`src/rtl/ps2_pkg.sv`:
```
//------------------------------------------------------------------------------
// Module      : ps2_pkg
// Description : Shared types and scan-code constants for the PS/2 receiver.
// Revision    : 1.0 - initial release
//------------------------------------------------------------------------------
`default_nettype none

package ps2_pkg;

   typedef enum logic [1:0] {
      ST_IDLE   = 2'd0,
      ST_DATA   = 2'd1,
      ST_PARITY = 2'd2,
      ST_STOP   = 2'd3
   } ps2_state_t;

   localparam logic [7:0] BREAK_CODE  = 8'hF0;
   localparam logic [7:0] EXTEND_CODE = 8'hE0;

endpackage : ps2_pkg

`default_nettype wire

```
`src/rtl/ps2_code_receiver_if.sv`:
```
//------------------------------------------------------------------------------
// Module      : ps2_code_receiver_if
// Description : PS/2 line inputs plus scan-code FIFO consumer signals.
// Revision    : 1.0 - initial release
//------------------------------------------------------------------------------
`default_nettype none

interface ps2_code_receiver_if;
   logic       ps2_clk;
   logic       ps2_data;
   logic       rd_en;
   logic [7:0] code;
   logic       empty;
   logic       full;
   logic       frame_err;
   logic       overflow;

   modport master (
      output ps2_clk, ps2_data, rd_en,
      input  code, empty, full, frame_err, overflow
   );

   modport slave (
      input  ps2_clk, ps2_data, rd_en,
      output code, empty, full, frame_err, overflow
   );
endinterface : ps2_code_receiver_if

`default_nettype wire

```
`src/rtl/ps2_code_receiver_fifo.sv`:
```
//------------------------------------------------------------------------------
// Module      : sync_fifo
// Description : Single-clock show-ahead FIFO; dout reads zero while empty.
// Revision    : 1.0 - initial release
//------------------------------------------------------------------------------
`default_nettype none

module sync_fifo #(
   parameter int WIDTH = 8,
   parameter int DEPTH = 8
) (
   input  wire logic             clk,
   input  wire logic             rst,
   input  wire logic             push,
   input  wire logic             pop,
   input  wire logic [WIDTH-1:0] din,
   output logic      [WIDTH-1:0] dout,
   output logic                  empty,
   output logic                  full
);

   localparam int               AW     = $clog2(DEPTH);
   localparam logic [AW:0]      c_FULL = (AW+1)'(DEPTH);

   logic [WIDTH-1:0] r_mem [DEPTH];
   logic [AW-1:0]    r_wr_ptr;
   logic [AW-1:0]    r_rd_ptr;
   logic [AW:0]      r_count;
   logic             w_pop_ok;
   logic             w_push_ok;

   assign empty     = (r_count == '0);
   assign full      = (r_count == c_FULL);
   assign w_pop_ok  = pop & ~empty;
   // A full FIFO still accepts a write when a read frees a slot in the same cycle.
   assign w_push_ok = push & (~full | w_pop_ok);
   assign dout      = empty ? '0 : r_mem[r_rd_ptr];

   always_ff @(posedge clk) begin
      if (w_push_ok) begin
         r_mem[r_wr_ptr] <= din;
      end
   end

   always_ff @(posedge clk or posedge rst) begin
      if (rst) begin
         r_wr_ptr <= '0;
         r_rd_ptr <= '0;
         r_count  <= '0;
      end else begin
         if (w_push_ok) r_wr_ptr <= r_wr_ptr + 1'b1;
         if (w_pop_ok)  r_rd_ptr <= r_rd_ptr + 1'b1;
         case ({w_push_ok, w_pop_ok})
            2'b10:   r_count <= r_count + 1'b1;
            2'b01:   r_count <= r_count - 1'b1;
            default: r_count <= r_count;
         endcase
      end
   end

endmodule : sync_fifo

`default_nettype wire

```
`src/rtl/ps2_code_receiver.sv`:
```
//------------------------------------------------------------------------------
// Module      : ps2_code_receiver
// Description : PS/2 frame receiver with scan-code FIFO. Optional break-code
//               filtering is enabled by defining PS2_BREAK_FILTER_EN.
// Revision    : 1.0 - initial release
//------------------------------------------------------------------------------
`default_nettype none

module ps2_code_receiver #(
   parameter int FIFO_DEPTH     = 8,
   parameter int TIMEOUT_CYCLES = 5000
) (
   input wire logic             clk,
   input wire logic             rst,
   ps2_code_receiver_if.slave   bus
);
   import ps2_pkg::*;

   localparam int TW = $clog2(TIMEOUT_CYCLES + 1);
   localparam logic [TW-1:0] c_TO_LAST = TW'(TIMEOUT_CYCLES - 1);

   ps2_state_t  r_state;
   logic [1:0]  r_clk_sync;
   logic [1:0]  r_data_sync;
   logic        r_clk_prev;
   logic [2:0]  r_bit_cnt;
   logic [7:0]  r_shift;
   logic        r_parity;
   logic [TW-1:0] r_timeout;
   logic        r_frame_err;
   logic        r_overflow;

   logic        w_fall;
   logic        w_data;
   logic        w_frame_ok;
   logic        w_valid_byte;
   logic        w_stop_err;
   logic        w_timeout_evt;
   logic        w_push;
   logic        w_fifo_full;

   assign w_data        = r_data_sync[1];
   assign w_fall        = r_clk_prev & ~r_clk_sync[1];
   assign w_frame_ok    = (^{r_shift, r_parity}) & w_data;
   assign w_valid_byte  = (r_state == ST_STOP) & w_fall & w_frame_ok;
   assign w_stop_err    = (r_state == ST_STOP) & w_fall & ~w_frame_ok;
   assign w_timeout_evt = (r_state != ST_IDLE) & ~w_fall & (r_timeout == c_TO_LAST);

   always_ff @(posedge clk or posedge rst) begin
      if (rst) begin
         r_clk_sync  <= 2'b11;
         r_data_sync <= 2'b11;
         r_clk_prev  <= 1'b1;
      end else begin
         r_clk_sync  <= {r_clk_sync[0], bus.ps2_clk};
         r_data_sync <= {r_data_sync[0], bus.ps2_data};
         r_clk_prev  <= r_clk_sync[1];
      end
   end

   always_ff @(posedge clk or posedge rst) begin
      if (rst) begin
         r_state     <= ST_IDLE;
         r_bit_cnt   <= '0;
         r_shift     <= '0;
         r_parity    <= 1'b0;
         r_timeout   <= '0;
         r_frame_err <= 1'b0;
      end else begin
         r_frame_err <= 1'b0;
         if (r_state == ST_IDLE || w_fall) begin
            r_timeout <= '0;
         end else if (w_timeout_evt) begin
            r_timeout   <= '0;
            r_bit_cnt   <= '0;
            r_state     <= ST_IDLE;
            r_frame_err <= 1'b1;
         end else begin
            r_timeout <= r_timeout + 1'b1;
         end

         if (w_fall) begin
            case (r_state)
               ST_IDLE: begin
                  if (!w_data) begin
                     r_state   <= ST_DATA;
                     r_bit_cnt <= '0;
                  end
               end
               ST_DATA: begin
                  r_shift   <= {w_data, r_shift[7:1]};
                  r_bit_cnt <= r_bit_cnt + 1'b1;
                  if (r_bit_cnt == 3'd7) r_state <= ST_PARITY;
               end
               ST_PARITY: begin
                  r_parity <= w_data;
                  r_state  <= ST_STOP;
               end
               ST_STOP: begin
                  r_state <= ST_IDLE;
                  if (!w_frame_ok) r_frame_err <= 1'b1;
               end
               default: r_state <= ST_IDLE;
            endcase
         end
      end
   end

`ifdef PS2_BREAK_FILTER_EN
   logic r_break_pending;

   // A break prefix swallows itself and the key code that follows it.
   assign w_push = w_valid_byte & ~r_break_pending & (r_shift != BREAK_CODE);

   always_ff @(posedge clk or posedge rst) begin
      if (rst) begin
         r_break_pending <= 1'b0;
      end else if (w_stop_err || w_timeout_evt) begin
         r_break_pending <= 1'b0;
      end else if (w_valid_byte) begin
         r_break_pending <= r_break_pending ? 1'b0 : (r_shift == BREAK_CODE);
      end
   end
`else
   assign w_push = w_valid_byte;
`endif

   always_ff @(posedge clk or posedge rst) begin
      if (rst) begin
         r_overflow <= 1'b0;
      end else begin
         r_overflow <= w_push & w_fifo_full & ~bus.rd_en;
      end
   end

   sync_fifo #(
      .WIDTH (8),
      .DEPTH (FIFO_DEPTH)
   ) u_fifo (
      .clk   (clk),
      .rst   (rst),
      .push  (w_push),
      .pop   (bus.rd_en),
      .din   (r_shift),
      .dout  (bus.code),
      .empty (bus.empty),
      .full  (w_fifo_full)
   );

   assign bus.full      = w_fifo_full;
   assign bus.frame_err = r_frame_err;
   assign bus.overflow  = r_overflow;

endmodule : ps2_code_receiver

`default_nettype wire

```
`src/flat_wrapper.sv`:
```
// flat-port wrapper written by rule: the top's interface ports become plain ports
module ps2_code_receiver_flat import ps2_pkg::*;
#(
   parameter int FIFO_DEPTH     = 8,
   parameter int TIMEOUT_CYCLES = 5000
)
  (clk, rst, bus_ps2_clk, bus_ps2_data, bus_rd_en, bus_code, bus_empty, bus_full, bus_frame_err, bus_overflow);
  ps2_code_receiver_if bus_i ();
  input wire logic clk;
  input wire logic rst;
  input wire logic [$bits(bus_i.ps2_clk)-1:0] bus_ps2_clk;
  input wire logic [$bits(bus_i.ps2_data)-1:0] bus_ps2_data;
  input wire logic [$bits(bus_i.rd_en)-1:0] bus_rd_en;
  output wire logic [$bits(bus_i.code)-1:0] bus_code;
  output wire logic [$bits(bus_i.empty)-1:0] bus_empty;
  output wire logic [$bits(bus_i.full)-1:0] bus_full;
  output wire logic [$bits(bus_i.frame_err)-1:0] bus_frame_err;
  output wire logic [$bits(bus_i.overflow)-1:0] bus_overflow;
  assign bus_i.ps2_clk = bus_ps2_clk;
  assign bus_i.ps2_data = bus_ps2_data;
  assign bus_i.rd_en = bus_rd_en;
  assign bus_code = bus_i.code;
  assign bus_empty = bus_i.empty;
  assign bus_full = bus_i.full;
  assign bus_frame_err = bus_i.frame_err;
  assign bus_overflow = bus_i.overflow;
  ps2_code_receiver #(.FIFO_DEPTH(FIFO_DEPTH), .TIMEOUT_CYCLES(TIMEOUT_CYCLES)) u_core (.clk(clk), .rst(rst), .bus(bus_i));
endmodule
```
`config.mk`:
```
export PLATFORM = sky130hd
export DESIGN_NAME = ps2_code_receiver_flat
export DESIGN_NICKNAME = d
export VERILOG_FILES = /design/src/rtl/ps2_pkg.sv /design/src/rtl/ps2_code_receiver_if.sv /design/src/rtl/ps2_code_receiver_fifo.sv /design/src/rtl/ps2_code_receiver.sv /design/src/flat_wrapper.sv
export SDC_FILE = /design/constraint.sdc
export NUM_CORES = 1
export LEC_CHECK = 0
export CORE_UTILIZATION = 30
export DETAILED_ROUTE_END_ITERATION = 8
export HOLD_SLACK_MARGIN = 0.05
export PLACE_DENSITY = 0.5
export SYNTH_ARGS = -nofsm -noshare
export SYNTH_HDL_FRONTEND = slang
export SYNTH_SLANG_ARGS = --single-unit
```
`constraint.sdc`:
```
create_clock -name clk -period 8.3 [get_ports clk]
set_input_delay 2.49 -clock clk [delete_from_list [all_inputs] [get_ports clk]]
set_output_delay 2.49 -clock clk [all_outputs]
set_load 0.02 [all_outputs]
```
# Word-level counts from Yosys, hierarchy flattened
# Memory sizes are Yosys's and may differ from the RTL's.
# Index checks and enable logic that the tools add are counted.
# totals
latch_bits	0
mem_bits_ro	0
reg_bits	44
elab_cells	74
ram_bits	64
output_inout_bits	12
mem_count	1
input_bits	5
# classes
reduce_logical	8
add_sub_neg	6
n_bitwise	16
shifts	0
div	0
mul	0
magnitude_cmp	0
n_mux	22
n_eq_ne	8
# mem_list
name	depth	width	rd	rd_clocked_by_memory_dff	wr	line	source
u_core.u_fifo.r_mem	8	8	1	0	1	ps2_code_receiver_fifo.sv:25	logic [WIDTH-1:0] r_mem [DEPTH];
# op_table
operator	count
two-way mux 13 bit	2
adder 13 x 1 -> 13 bit, second input constant	1
== test 13 bit, second input constant	1
two-way mux 3 bit	4
AND 1 bit	10
two-way mux 2 bit	5
adder 3 x 1 -> 3 bit, second input constant	3
parity 9 bit	1
two-way mux 8 bit	1
one-hot mux 2 bit (4 select lines)	1
one-hot mux 4 bit (2 select lines)	1
two-way mux 1 bit	7
== test 2 bit, second input constant	3
one-hot mux 3 bit (2 select lines)	1
NOT 1 bit	5
adder 4 x 1 -> 4 bit, second input constant	1
== test 2 x 1 -> 1 bit, second input constant	2
== test 4 bit, second input constant	1
logical NOT 4 bit	1
AND reduction 2 bit	2
nonzero test 2 bit	2
subtractor 4 x 1 -> 4 bit, second input constant	1
== test 3 bit, second input constant	1
logical NOT 2 bit	1
2 further kinds	2

# Depth between registers and ports, before layout
# depth
word_depth	10
mapped_depth	9
mapped_depth_nobuf	9

# Modules after synthesis
# A second synthesis with hierarchy kept.
# unflattened
cells_unflattened	312
hier_area_um2	4678.2
# by_module_without_submodules
module	cells_per_inst	seq_area_each_um2	area_per_inst_um2	instances
sync_fifo	173	2172.1	3103.0	1
ps2_code_receiver	139	857.1	1575.3	1

# Worst setup path before layout
# Ideal clock, no wire load.
# synth_path
kind	register to output
from	register u_core.u_fifo.r_rd_ptr[0]
to	output bus_code[6]
path_buffers	2
setup_slack_ps	4162
required_time_ps	5810
stages_incl_launch_ff	6
arrival_ps	1648
cell_sequence	dfrtp_1 > buf_2 > buf_2 > mux4_2 > mux2i_1 > nor2_1
# synth_via
elab_chain_cells	2
# synth_rtl
item	line	source
start, declared	ps2_code_receiver_fifo.sv:27	logic [AW-1:0] r_rd_ptr;
start signal, assigned	ps2_code_receiver_fifo.sv:52	if (w_pop_ok) r_rd_ptr <= r_rd_ptr + 1'b1;
memory read (8 x 8 bit)	-	
two-way mux 8 bit	ps2_code_receiver_fifo.sv:37	assign dout = empty ? '0 : r_mem[r_rd_ptr];
end, declared	flat_wrapper.sv:14	output wire logic [$bits(bus_i.code)-1:0] bus_code;
# Every way passes these cells.

# Worst setup path after layout
# layout_path
from	register u_core.u_fifo.r_rd_ptr[1]
to	output bus_code[6]
# The elaborated chain is that of the path after synthesis.

==> flow_metrics.env <==
export IMPL_cts_htree_levels=3
export IMPL_p_per_area_nw_per_um2=305.9
export IMPL_drv_slew=0
export IMPL_multiInputGateArea_um2=1501
export IMPL_synth_fp_nets=306
export IMPL_cts_buffers=9
export IMPL_p_seq_share_pct=46.2
export IMPL_post_route_min_period_ns=4.913
export IMPL_synth_top_cells_by_count="64 x edfxtp_1, 39 x dfrtp_1, 33 x nor2_1, 17 x nand2_1, 16 x mux4_2"
export IMPL_dpl_cell_area_um2=4966
export IMPL_grt_max_degree=45
export IMPL_fin_util_pct=35.74
export IMPL_synthTopCellsByArea="edfxtp_1 42%, dfrtp_1 21%, mux4_2 7.9%, mux2_2 2.9%, dfstp_2 2.9%"
export IMPL_final_hold_violation_count=0
export IMPL_root_buffer="clkbuf_16"
export IMPL_grtUsageMet2_pct=18.20
export IMPL_via_per_inst=4.726
export IMPL_slew_headroom_pct=29.88
export IMPL_fin_skew_ns=0.006952
export IMPL_yosys_area_top_type="edfxtp_1"
export IMPL_fill_cells=1407
export IMPL_cts_tree="built"
export IMPL_grt_busiest_layer="met2"
export IMPL_start_util_pct=31.11
export IMPL_syn_inst=295
export IMPL_pwr_share_clk_pct=26.8
export IMPL_row_count=44
export IMPL_coreArea_um2=14750
export IMPL_crit_required_ns=5.81
export IMPL_setup_tns_ns=0
export IMPL_use_met3_pct=3.186
export IMPL_criticalPathCategory="flop to primary output"
export IMPL_grt_pass1_vias=2518
export IMPL_power_share_switching_pct=30.13
export IMPL_cts_hold_buffers=0
export IMPL_intPower_mw=1.127
export IMPL_die_x_um=125.7
export IMPL_synth_warnings=0
export IMPL_clk_pin_slew_ns=0.07
export IMPL_synth_edf_count=64
export IMPL_combPwrFrac_pct=27.1
export IMPL_p_switching_mw=0.4861
export IMPL_crit_fanout=18
export IMPL_cap_violations=0
export IMPL_worst_pin_slew_ns=1.044
export IMPL_crit_path_start_kind="flop"
export IMPL_cts_sinks=108
export IMPL_arrival_ns=2.42
export IMPL_finalNonFillerCells=504
export IMPL_ys_flop_type="edfxtp_1"
export IMPL_place_hpwl_um=5384
export IMPL_ys_seq_area_share_pct=66.00
export IMPL_vias=2382
export IMPL_fin_hold_ws_ns=0.3562
export IMPL_antenna_found_initial=0
export IMPL_ir_drop_mv=0.1142
export IMPL_outcome="finished with violations"
export IMPL_routed_wl_um=7969
export IMPL_ctsResizeCount=0
export IMPL_max_freq_mhz=203.5
export IMPL_synthMostInstantiatedCell="edfxtp_1"
export IMPL_grt_usage_pct=11.21
export IMPL_drc_errors=1
export IMPL_period_share_pct=59.20
export IMPL_portBuffers=16
export IMPL_firstDrtPassIters=9
export IMPL_dp_cells=488
export IMPL_synth_top_area_share_pct=41.88
export IMPL_cp_end_kind="primary output"
export IMPL_design_area_um2=5274
export IMPL_postSynthAreaPerCell_um2=15.56
export IMPL_ant_nets=0
export IMPL_post_cts_setup_buffers=0
export IMPL_ios=17
export IMPL_rsz0062_at_grt="no"
export IMPL_ys_types=42
export IMPL_dieArea_um2=15800
export IMPL_cts_buffer_depth=2
export IMPL_grt_overflow_total=0
export IMPL_fin_nets=326
export IMPL_grt_pass1_wl_um=13350
export IMPL_drive_gt1_share_pct=18.44
export IMPL_power_leakage_nw=1.952
export IMPL_post_drt_wl_per_cell_um=15.81
export IMPL_antenna_cells=0
export IMPL_die_h_um=125.7
export IMPL_drt_iter0_markers=158
export IMPL_violations="design-rule violations"
export IMPL_synthArstFlopShare_pct=40.74
export IMPL_insertion_delay_ns=0.34
export IMPL_use_met1_pct=14.48
export IMPL_syn2layout_area_growth_pct=14.91
export IMPL_seqCellArea_um2=3029
export IMPL_syn_cell_area_um2=4589
export IMPL_ys_seq_elements=108
export IMPL_hold_path_class="flop to flop"
export IMPL_setup_violations=0
export IMPL_gp_congestion=0.7531
## final timing paths
path                                            from                   endpoint  slack (ns)  depth (start not counted)
setup / recovery           u_core.u_fifo.r_rd_ptr[1]                bus_code[6]        3.39                          4
hold / removal                  u_core.r_clk_sync[0]       u_core.r_clk_sync[1]        0.36                          0
setup reg to reg                   u_core.r_shift[2]  u_core.u_fifo.r_mem[2][1]        5.19                          5
max in group asynchronous                        rst       u_core.bus.frame_err        5.04                          2
hold reg to reg                 u_core.r_clk_sync[0]       u_core.r_clk_sync[1]        0.36                          0
min in group asynchronous                        rst  u_core.u_fifo.r_wr_ptr[1]        2.67                          2
## worst max-delay path, stage by stage, from the launching register on
cell and delay, ns:
dfrtp_1 0.87, mux4_2 0.37, mux2i_1 0.07, nor2_1 0.14, clkdlybuf4s50_1 0.62
## layer usage
| metal | part of all wire, % | vias up |
|---|---|---|
| li1 | - | 1142 |
| met2 | 48 | 39 |
| met3 | 3.7 | 8 |
| met1 | 47 | 1193 |
| met4 | 1.3 | 0 |
| met5 | 0 | - |
## power by group through the flow
stage	clock network, mW	logic [mW]	registers, mW
after floorplan	0	0.350	0.698
after global placement	0	0.440	0.760
after detailed placement	0	0.445	0.760
after CTS	0.447	0.447	0.749
after global routing	0.467	0.478	0.760
final	0.432	0.436	0.745
## kinds of logic (layout without fill, tap and decap cells)
group | after synthesis | count (layout) | share of synthesized area [%]
simple gates | 85 | 85 | 9.160
compound gates | 17 | 17 | 2.481
mux | 40 | 40 | 13.99
flops | 108 | 108 | 66.00
buf+inv | 16 | 41 | 1.418
fa+ha+maj | 6 | 6 | 1.636
xor+xnor | 23 | 23 | 5.316
## state kept, by name (all words and copies together) (netlist names)
signal	cells
u_core.r_shift	8
u_core.u_fifo.r_rd_ptr	3
u_core.u_fifo.r_count	4
u_core.r_clk_prev	1
u_core.r_bit_cnt	3
u_core.bus.overflow	1
u_core.bus.frame_err	1
u_core.r_data_sync	2
u_core.r_state	2
u_core.u_fifo.r_mem	64
u_core.r_clk_sync	2
u_core.r_timeout	13
u_core.r_parity	1
u_core.u_fifo.r_wr_ptr	3
## cells in the final DEF (no fill, tap or decap), drive strengths merged, types with 3 or more instances in the layout
| master | n |
|---|---|
| edfxtp | 64 |
| dfrtp | 39 |
| nor2 | 33 |
| nand2 | 17 |
| mux4 | 16 |
| clkdlybuf4s50 | 16 |
| mux2 | 13 |
| xnor2 | 11 |
| mux2i | 11 |
| xor2 | 9 |
| clkbuf | 9 |
| inv | 9 |
| nand2b | 7 |
| o21ai | 6 |
| ha | 6 |
| nand3 | 5 |
| nor3 | 5 |
| dfstp | 5 |
| nand4 | 4 |
| a21oi | 3 |
| buf | 3 |
| nor4 | 3 |
## area by class of cell
type / instances / share of cell area, %
Timing Repair Buffer: 19 / 3.464
Tap cell: 184 / 4.365
Clock buffer: 9 / 4.270
Sequential cell: 108 / 57.44
Clock inverter: 7 / 1.566
Multi-Input combinational cell: 171 / 28.47
Inverter: 6 / 0.4270
## through the flow
step	power (mW)	setup slack [ns]
after detailed placement	1.205	3.232
after global placement	1.200	3.310
after global routing	1.705	3.196
after floorplan	1.048	4.162
after CTS	1.643	3.285
final	1.613	3.387
Power figures use the tool's default switching activity.
